## config.mk

```make
export PLATFORM = sky130hd
export DESIGN_NAME = rotary_position_decoder
export DESIGN_NICKNAME = d
export VERILOG_FILES = /design/src/rtl/enigma_pkg.sv /design/src/rtl/debounce_sync.sv /design/src/rtl/rotary_position_decoder.sv
export SDC_FILE = /design/constraint.sdc
export NUM_CORES = 1
export LEC_CHECK = 0
export CORE_MARGIN = 8
export CORE_UTILIZATION = 45
export CTS_CLUSTER_DIAMETER = 100
export DETAILED_ROUTE_END_ITERATION = 6
export PLACE_DENSITY_LB_ADDON = 0.2
export SYNTH_ARGS = -nofsm -noshare
export SYNTH_HDL_FRONTEND = slang
export SYNTH_SLANG_ARGS = --single-unit
```

## constraint.sdc

```tcl
create_clock -name sys_clk -period 2.85 [get_ports sys_clk]
set_input_delay 0.285 -clock sys_clk [delete_from_list [all_inputs] [get_ports sys_clk]]
set_output_delay 0.285 -clock sys_clk [all_outputs]
set_load 0.005 [all_outputs]
```

## src/rtl/enigma_pkg.sv

```systemverilog
// Shared definitions for the Enigma front-end: rotor alphabet size,
// quadrature state encodings and the clockwise successor of each state.
package enigma_pkg;

    localparam int ROTOR_LETTERS = 26;
    localparam int POS_W_DEF     = 5;

    typedef enum logic [1:0] {
        QS_00 = 2'b00,
        QS_01 = 2'b01,
        QS_10 = 2'b10,
        QS_11 = 2'b11
    } quad_e;

    localparam quad_e CW_NEXT_11 = QS_10;
    localparam quad_e CW_NEXT_10 = QS_00;
    localparam quad_e CW_NEXT_00 = QS_01;
    localparam quad_e CW_NEXT_01 = QS_11;

    function automatic quad_e cw_next(input quad_e s);
        quad_e n;
        unique case (s)
            QS_11: n = CW_NEXT_11;
            QS_10: n = CW_NEXT_10;
            QS_00: n = CW_NEXT_00;
            QS_01: n = CW_NEXT_01;
        endcase
        return n;
    endfunction

endpackage

```

## src/rtl/debounce_sync.sv

```systemverilog
// Two-flop synchroniser followed by a stability counter; the output
// level only follows the input after DEBOUNCE_CYCLES steady cycles.
module debounce_sync #(
    parameter int DEBOUNCE_CYCLES = 50_000
) (
    input  logic sys_clk,
    input  logic rst,
    input  logic raw,
    output logic level
);

    localparam int CNT_W = $clog2(DEBOUNCE_CYCLES + 1);
    localparam logic [CNT_W-1:0] CNT_LAST = CNT_W'(DEBOUNCE_CYCLES - 1);
    localparam logic [CNT_W-1:0] CNT_ONE  = CNT_W'(1);

    logic             meta_q, sync_q;
    logic             level_q, level_d;
    logic [CNT_W-1:0] cnt_q, cnt_d;

    always_comb begin
        level_d = level_q;
        cnt_d   = '0;
        if (sync_q != level_q) begin
            if (cnt_q == CNT_LAST) begin
                level_d = sync_q;
            end else begin
                cnt_d = cnt_q + CNT_ONE;
            end
        end
    end

    // Idle-high inputs: everything resets to the released level.
    always_ff @(posedge sys_clk or posedge rst) begin
        if (rst) begin
            meta_q  <= 1'b1;
            sync_q  <= 1'b1;
            level_q <= 1'b1;
            cnt_q   <= '0;
        end else begin
            meta_q  <= raw;
            sync_q  <= meta_q;
            level_q <= level_d;
            cnt_q   <= cnt_d;
        end
    end

    assign level = level_q;

endmodule

```

## src/rtl/rotary_position_decoder.sv

```systemverilog
// Quadrature rotary encoder to wrapped rotor position with button strobe.
// Define ROT_BTN_CLEAR_EN to make a button press reset the position to 0.
module rotary_position_decoder
    import enigma_pkg::*;
#(
    parameter int DEBOUNCE_CYCLES  = 50_000,
    parameter int POS_MAX          = ROTOR_LETTERS - 1,
    parameter int POS_W            = POS_W_DEF,
    parameter int STEPS_PER_DETENT = 4
) (
    input  logic             sys_clk,
    input  logic             rst,
    input  logic             enc_a,
    input  logic             enc_b,
    input  logic             enc_sw,
    output logic [POS_W-1:0] position,
    output logic             step_pulse,
    output logic             dir,
    output logic             btn_pulse
);

    localparam int SUB_W = $clog2(STEPS_PER_DETENT) + 2;
    localparam logic signed [SUB_W-1:0] SUB_POS = SUB_W'(STEPS_PER_DETENT);
    localparam logic signed [SUB_W-1:0] SUB_NEG = -SUB_POS;
    localparam logic signed [SUB_W-1:0] SUB_ONE = SUB_W'(1);
    localparam logic [POS_W-1:0] P_MAX = POS_W'(POS_MAX);
    localparam logic [POS_W-1:0] P_ONE = POS_W'(1);

    logic a_lvl, b_lvl, sw_lvl;
    quad_e cur;

    quad_e                   qs_q, qs_d;
    logic signed [SUB_W-1:0] sub_q, sub_d;
    logic [POS_W-1:0]        pos_q, pos_d;
    logic                    dir_q, dir_d;
    logic                    step_q, step_d;
    logic                    btn_q, btn_d;
    logic                    sw_prev_q, sw_prev_d;

    debounce_sync #(.DEBOUNCE_CYCLES(DEBOUNCE_CYCLES)) u_db_a (
        .sys_clk(sys_clk), .rst(rst), .raw(enc_a), .level(a_lvl)
    );
    debounce_sync #(.DEBOUNCE_CYCLES(DEBOUNCE_CYCLES)) u_db_b (
        .sys_clk(sys_clk), .rst(rst), .raw(enc_b), .level(b_lvl)
    );
    debounce_sync #(.DEBOUNCE_CYCLES(DEBOUNCE_CYCLES)) u_db_sw (
        .sys_clk(sys_clk), .rst(rst), .raw(enc_sw), .level(sw_lvl)
    );

    assign cur = quad_e'({a_lvl, b_lvl});

    always_comb begin
        qs_d      = qs_q;
        sub_d     = sub_q;
        pos_d     = pos_q;
        dir_d     = dir_q;
        step_d    = 1'b0;
        sw_prev_d = sw_lvl;
        btn_d     = sw_prev_q & ~sw_lvl;
        if (cur != qs_q) begin
            qs_d = cur;
            if (cur == cw_next(qs_q)) begin
                sub_d = sub_q + SUB_ONE;
            end else if (qs_q == cw_next(cur)) begin
                sub_d = sub_q - SUB_ONE;
            end else begin
                sub_d = '0;
            end
            // Detent reached: commit only a complete run of transitions.
            if (cur == QS_11) begin
                if (sub_d == SUB_POS) begin
                    pos_d  = (pos_q == P_MAX) ? '0 : pos_q + P_ONE;
                    dir_d  = 1'b1;
                    step_d = 1'b1;
                end else if (sub_d == SUB_NEG) begin
                    pos_d  = (pos_q == '0) ? P_MAX : pos_q - P_ONE;
                    dir_d  = 1'b0;
                    step_d = 1'b1;
                end
                sub_d = '0;
            end
        end
`ifdef ROT_BTN_CLEAR_EN
        if (btn_d) begin
            pos_d  = '0;
            dir_d  = dir_q;
            step_d = 1'b0;
        end
`endif
    end

    always_ff @(posedge sys_clk or posedge rst) begin
        if (rst) begin
            qs_q      <= QS_11;
            sub_q     <= '0;
            pos_q     <= '0;
            dir_q     <= 1'b0;
            step_q    <= 1'b0;
            btn_q     <= 1'b0;
            sw_prev_q <= 1'b1;
        end else begin
            qs_q      <= qs_d;
            sub_q     <= sub_d;
            pos_q     <= pos_d;
            dir_q     <= dir_d;
            step_q    <= step_d;
            btn_q     <= btn_d;
            sw_prev_q <= sw_prev_d;
        end
    end

    assign position   = pos_q;
    assign step_pulse = step_q;
    assign dir        = dir_q;
    assign btn_pulse  = btn_q;

endmodule

```

Yosys cells after proc, flatten, opt, wreduce, memory -nomap -nowiden
Cells that the tools add are included.
Storage, ports and cells
  bits in registers: 72
  output and inout port bits: 8
  bits of input ports: 5
  word-level logic and storage cells: 79
Operators by class
  muxes and demuxes: 25
  bitwise operators: 2
  add/sub/neg operators: 7
  eq/ne operators: 18
  reduce and logical (&&, ||, !) cells: 8
Operators with widths (number)
  16-bit 2-to-1 mux: 6
  16-bit by 1-bit adder with 16-bit output, second input constant: 3
  16-bit equality test, second input constant: 3
  5-bit 2-to-1 mux: 4
  4-bit 2-to-1 mux: 4
  2-bit one-hot mux with 4 select lines: 2
  2-bit equality test, second input constant: 4
  1-bit 2-to-1 mux: 6
  2-bit 2-to-1 mux: 3
  2-bit AND reduction: 3
  5-bit by 1-bit adder with 5-bit output, second input constant: 1
  5-bit equality test, second input constant: 1
  5-bit zero test: 1
  5-bit by 1-bit subtractor with 5-bit output, second input constant: 1
  4-bit by 2-bit adder with 4-bit output, second input constant: 1
  2-bit by 1-bit equality test with 1-bit output, second input constant: 2
  2-bit equality test: 2
  4-bit by 3-bit equality test with 1-bit output, second input constant: 1
  4-bit equality test, second input constant: 1
  2-bit zero test: 2
  4-bit by 2-bit subtractor with 4-bit output, second input constant: 1
  1-bit inequality test: 3
  3-bit AND reduction: 1
  2-bit inequality test: 1
  other kinds (3): 3

Depth between registers and ports, before layout
  depth in word-level cells: 15
  gate-level depth with buffers: 9
  depth with buffers taken out: 8

Hierarchy
Synthesis repeated with hierarchy kept, for this count alone.
Second synthesis, totals
  cells, all modules: 399
  area total of the unflattened synthesis: 4086.4 um^2
Modules (own cells, without submodules)
  debounce_sync: instances 3, sequential area each 479.2 um^2, cells each 84, area each 967.2 um^2
  rotary_position_decoder: instances 1, sequential area each 379.1 um^2, cells each 147, area each 1184.9 um^2

Worst setup path after synthesis
OpenSTA, ideal clock, no wires.
  kind: register -> register
  start: reg u_db_b.level_q, in the netlist u_db_b.level
  end: reg pos_q[3], in the netlist position[3]
  setup slack: 0.602 ns
  period minus slack after synthesis: 2.248 ns
  setup time: 0.121 ns
  arrival: 2.127 ns
  cell stages (with the launch flop): 9
  required time: 2.729 ns
  buffers on the path: 2
  cell sequence: dfstp_2 -> buf_6 -> xor2_2 -> nand2_1 -> o311ai_0 -> a211o_1 -> buf_6 -> mux2_4 -> a22o_1
On the way
  longest elaborated chain between the ends: 11
  elaborated cells between the ends (all ways): 18
  those cells by class: eq/ne (8); mux (7); reduce/logical (3)
Ends and longest elaborated chain
  start: declaration: RTL line debounce_sync.sv:17  | logic level_q, level_d;
  start signal: assignment: RTL line debounce_sync.sv:42  | level_q <= level_d;
  2-bit by 1-bit equality test with 1-bit output (tied with other cells): RTL line enigma_pkg.sv:22  | unique case (s)
  2-bit one-hot mux with 4 select lines: RTL line enigma_pkg.sv:22
  2-bit 2-to-1 mux: RTL line rotary_position_decoder.sv:62  | if (cur == cw_next(qs_q)) begin
  2-bit 2-to-1 mux: RTL line rotary_position_decoder.sv:60  | if (cur != qs_q) begin
  2-bit equality test: RTL line rotary_position_decoder.sv:64  | end else if (qs_q == cw_next(cur)) begin
  4-bit 2-to-1 mux: RTL line rotary_position_decoder.sv:64
  4-bit 2-to-1 mux: RTL line rotary_position_decoder.sv:62
  4-bit 2-to-1 mux: RTL line rotary_position_decoder.sv:60
  4-bit equality test / 4-bit by 3-bit equality test with 1-bit output (equally long branches): RTL line rotary_position_decoder.sv:71, rotary_position_decoder.sv:75
  2-bit nonzero test (no line)
  3-bit AND reduction (no line)
  end signal: assignment: RTL line rotary_position_decoder.sv:104  | pos_q <= pos_d;
  end: declaration: RTL line rotary_position_decoder.sv:34  | logic [POS_W-1:0] pos_q, pos_d;
Parallel ways exist; a longest one is shown, timed or not. The select of a mux whose other input is x is not followed.
A chain may end at the register's enable or synchronous reset.

Worst setup path after layout
  start: reg sub_q[0]
  end: reg pos_q[3], in the netlist position[3]
On the way
  longest elaborated chain between the ends: 7
  elaborated cells between the ends (all ways): 10
  those cells by class: add/sub (2); eq/ne (2); mux (4); reduce/logical (2)
Ends and longest elaborated chain
  start: declaration: RTL line rotary_position_decoder.sv:33  | logic signed [SUB_W-1:0] sub_q, sub_d;
  start signal: assignment: RTL line rotary_position_decoder.sv:103  | sub_q <= sub_d;
  4-bit by 2-bit subtractor with 4-bit output: RTL line rotary_position_decoder.sv:65  | sub_d = sub_q - SUB_ONE;
  4-bit 2-to-1 mux: RTL line rotary_position_decoder.sv:64
  4-bit 2-to-1 mux *: RTL line rotary_position_decoder.sv:62
  4-bit 2-to-1 mux *: RTL line rotary_position_decoder.sv:60
  4-bit equality test / 4-bit by 3-bit equality test with 1-bit output (equally long branches): RTL line rotary_position_decoder.sv:71, rotary_position_decoder.sv:75
  2-bit nonzero test (no line)
  3-bit AND reduction (no line)
Every way passes the cells marked *; elsewhere a longest branch is shown, timed or not. The select of a mux whose other input is x is not followed.

==> results.cfg <==
[route]
avgRoutedWirePerCell_um = 12.8
wl_um = 6440
dr.pass1.iters = 4
postRouteAntennaNets = 0
first_iter_violations = 84
vias = 2587
post-route-drc-count = 0
via_per_inst = 5.14

[die]
core_area_um2 = 8130
die_w_um = 107
start_util_pct = 45.8
ios = 13
die_area_um2 = 11400
die_height_um = 107
num_rows = 33

[worst_setup_path]
path_class = flip-flop to flip-flop
critPathArrivalTime_ns = 2.64
required_ns = 3.07
start_kind = flip-flop
path_cells = inv_1 -> ha_1 -> inv_1 -> nor3_1 -> o32ai_1 -> a211o_1 -> mux2_4 -> a22o_1
worst_path_most_repeated_cell = inv_1
slowest_stage = o32ai_1
critical_path.endpoint_type = flip-flop
max_stage_delay_ns = 0.47
path_max_fanout = 6

[clock_network]
ctsLongestPathBuffers = 2
postCtsHoldBufs = 0
cts_setup_buffers = 0
cts-resized-gates = 0
root_buffer = clkbuf_8
cts_made_buffers = 9
clock_sink_count = 72
path_clk_slew_ns = 0.09
cts_tree = done
clk-insertion-delay-late_ns = 0.35
h-tree-depth = 3

[global_routing]
met3_usage_pct = 3.00
grt_first_pass_wirelength_um = 11500
globalRouteOverflowTotal = 0
busiest_layer = met2
grt_max_degree = 55
first_global_vias = 2564
use_met1_pct = 16.1
grtUsageTotal_pct = 12.3
use_met2_pct = 18.7
antenna_found_initial = 0

[synth]
netlist.area_leader.share_pct = 40.3
synthesis.nets = 397
yosysTopAreaCell = dfrtp_1
seq_area_frac_synth_pct = 48.8
syn_avg_cell_area_um2 = 9.70
ys_types = 49
netlist_area_um2 = 3720
ys_warn_count = 0
synth_cells = 384
ys_top_cells_by_area = dfrtp_1, dfstp_2, xor2_1
synth-seq-cells = 72

[power]
power.density_nw_per_um2 = 482
power_leakage_uw = 0.00178
fin_total_pwr_uw = 2000
ir_drop_v = 0.000200

[sta]
rsz0062_at_grt = false
fin_worst_skew_ns = 0.0145
hold_viol_final = 0
tightestPinTransition_ns = 0.502
fmax_ghz = 0.415
relSlewSlack_pct = 66.1
final.min_clock_period_ns = 2.41
setup_tns_ns = 0
setup_viol = 0
whs_ns = 0.245
fin_crit_sh_pct = 84.6
setup_ws_ns = 0.437
final-max-slew-violation-count = 0

[finish]
fin_area_um2 = 4150
layout_commonest_cell = nor2_1
drive_gt1_share_pct = 10.8
layout_common_cells = nor2_1, dfrtp_1, xor2_1
synthToLayoutAreaGrowth_pct = 11.4
num-nets-final = 406
diodes = 0

[run]
cap_violations = 0

[placed_design]
finalWeightedCongestion = 0.839
dpl.hpwl_um = 4370
port-buffer-count = 12
place_area_um2 = 3930
dp_slack_ns = 0.484

[status]
status = finished, final reports clean

[worst_hold_path]
hold_class = input pin to asynchronous set/reset pin
[registers in the layout (all words and copies together) (netlist names)]
register	cells
u_db_a.level	1
sub_q	4
u_db_sw.level	1
u_db_sw.sync_q	1
position	5
step_pulse	1
u_db_b.sync_q	1
u_db_b.meta_q	1
btn_pulse	1
u_db_a.cnt_q	16
u_db_sw.meta_q	1
qs_q	2
dir	1
u_db_sw.cnt_q	16
u_db_a.sync_q	1
u_db_b.level	1
sw_prev_q	1
u_db_b.cnt_q	16
u_db_a.meta_q	1
[logic make-up after synthesis]
| kind of cell | count (synthesis) | synth area share [%] |
|---|---|---|
| flops | 72 | 48.8 |
| mux | 9 | 2.65 |
| buf+inv | 32 | 3.86 |
| xor+xnor | 54 | 13.6 |
| simple gates | 172 | 21.9 |
| fa+ha+maj | 8 | 2.69 |
| compound gates | 37 | 6.52 |
[per-layer routing]
metal / vias up / wire length [µm]
met5: - / 0
met2: 28 / 2870
li1: 1311 / -
met3: 9 / 211
met1: 1239 / 3270
met4: 0 / 90
[worst paths after layout]
kind	startpoint	to	slack, ns	cells after the start
hold reg to reg	u_db_sw.meta_q	u_db_sw.sync_q	0.36	0
hold / removal	rst	step_pulse	0.25	2
setup reg to reg	sub_q[0]	position[3]	0.44	8
setup / recovery	sub_q[0]	position[3]	0.44	8
max in group asynchronous	rst	u_db_a.meta_q	1.92	3
min in group sys_clk	enc_sw	u_db_sw.meta_q	0.35	1
[metrics by stage]
step           std cells  utilization (%)
4_1_cts              503             51.0
2_1_floorplan        384                -
5_1_grt              503             51.0
6_report             503             51.0
3_3_place_gp         487             48.3
3_5_place_dp         487             48.3
[cell usage after synthesis (all sizes together)]
library cell and n:
a211oi 1, xor2 33, buf 4, o211ai 1, and2 2, mux2i 5, a31oi 1, or2 3
nor4bb 1, nand3b 1, a21o 1, o32ai 1, a211o 1, a21boi 3, ha 8, a22o 5
o311ai 2, nand3 24, a2bb2oi 1, nor2 64, and3 6, or3 3, dfstp 12, inv 14
o22ai 3, mux2 4, dfrtp 60, clkbuf 14, and4 1, nand4b 1, nor4b 1, nor3b 2
nand4 13, nand2 30, o21ai 8, xnor2 21, nor2b 3, nor4 3, a21oi 9, nor3 13
nand2b 1
[worst max-delay path: cells and delay by family (launching register included)]
kind | cells | cell delay [ns]
fa+ha+maj | 1 | 0.38
compound gates | 3 | 0.90
flops | 1 | 0.43
mux | 1 | 0.30
buf+inv | 2 | 0.23
simple gates | 1 | 0.06
[final cells by class]
cell class,instances,area (µm²)
sequential,72,1820
timing repair buffer,16,163
clock inverter,5,81.3
fill,741,3990
inverter,14,52.6
tap,105,131
clock buffer,11,141
multi-input combinational,280,1760
[power by group]
| group | internal [µW] | switching, µW | leakage, µW |
|---|---|---|---|
| registers | 1040 | 9.90 | 0.000956 |
| clock network | 517 | 377 | 0.000110 |
| logic | 19.6 | 38.1 | 0.000715 |
(Power assumes the default switching activity.)
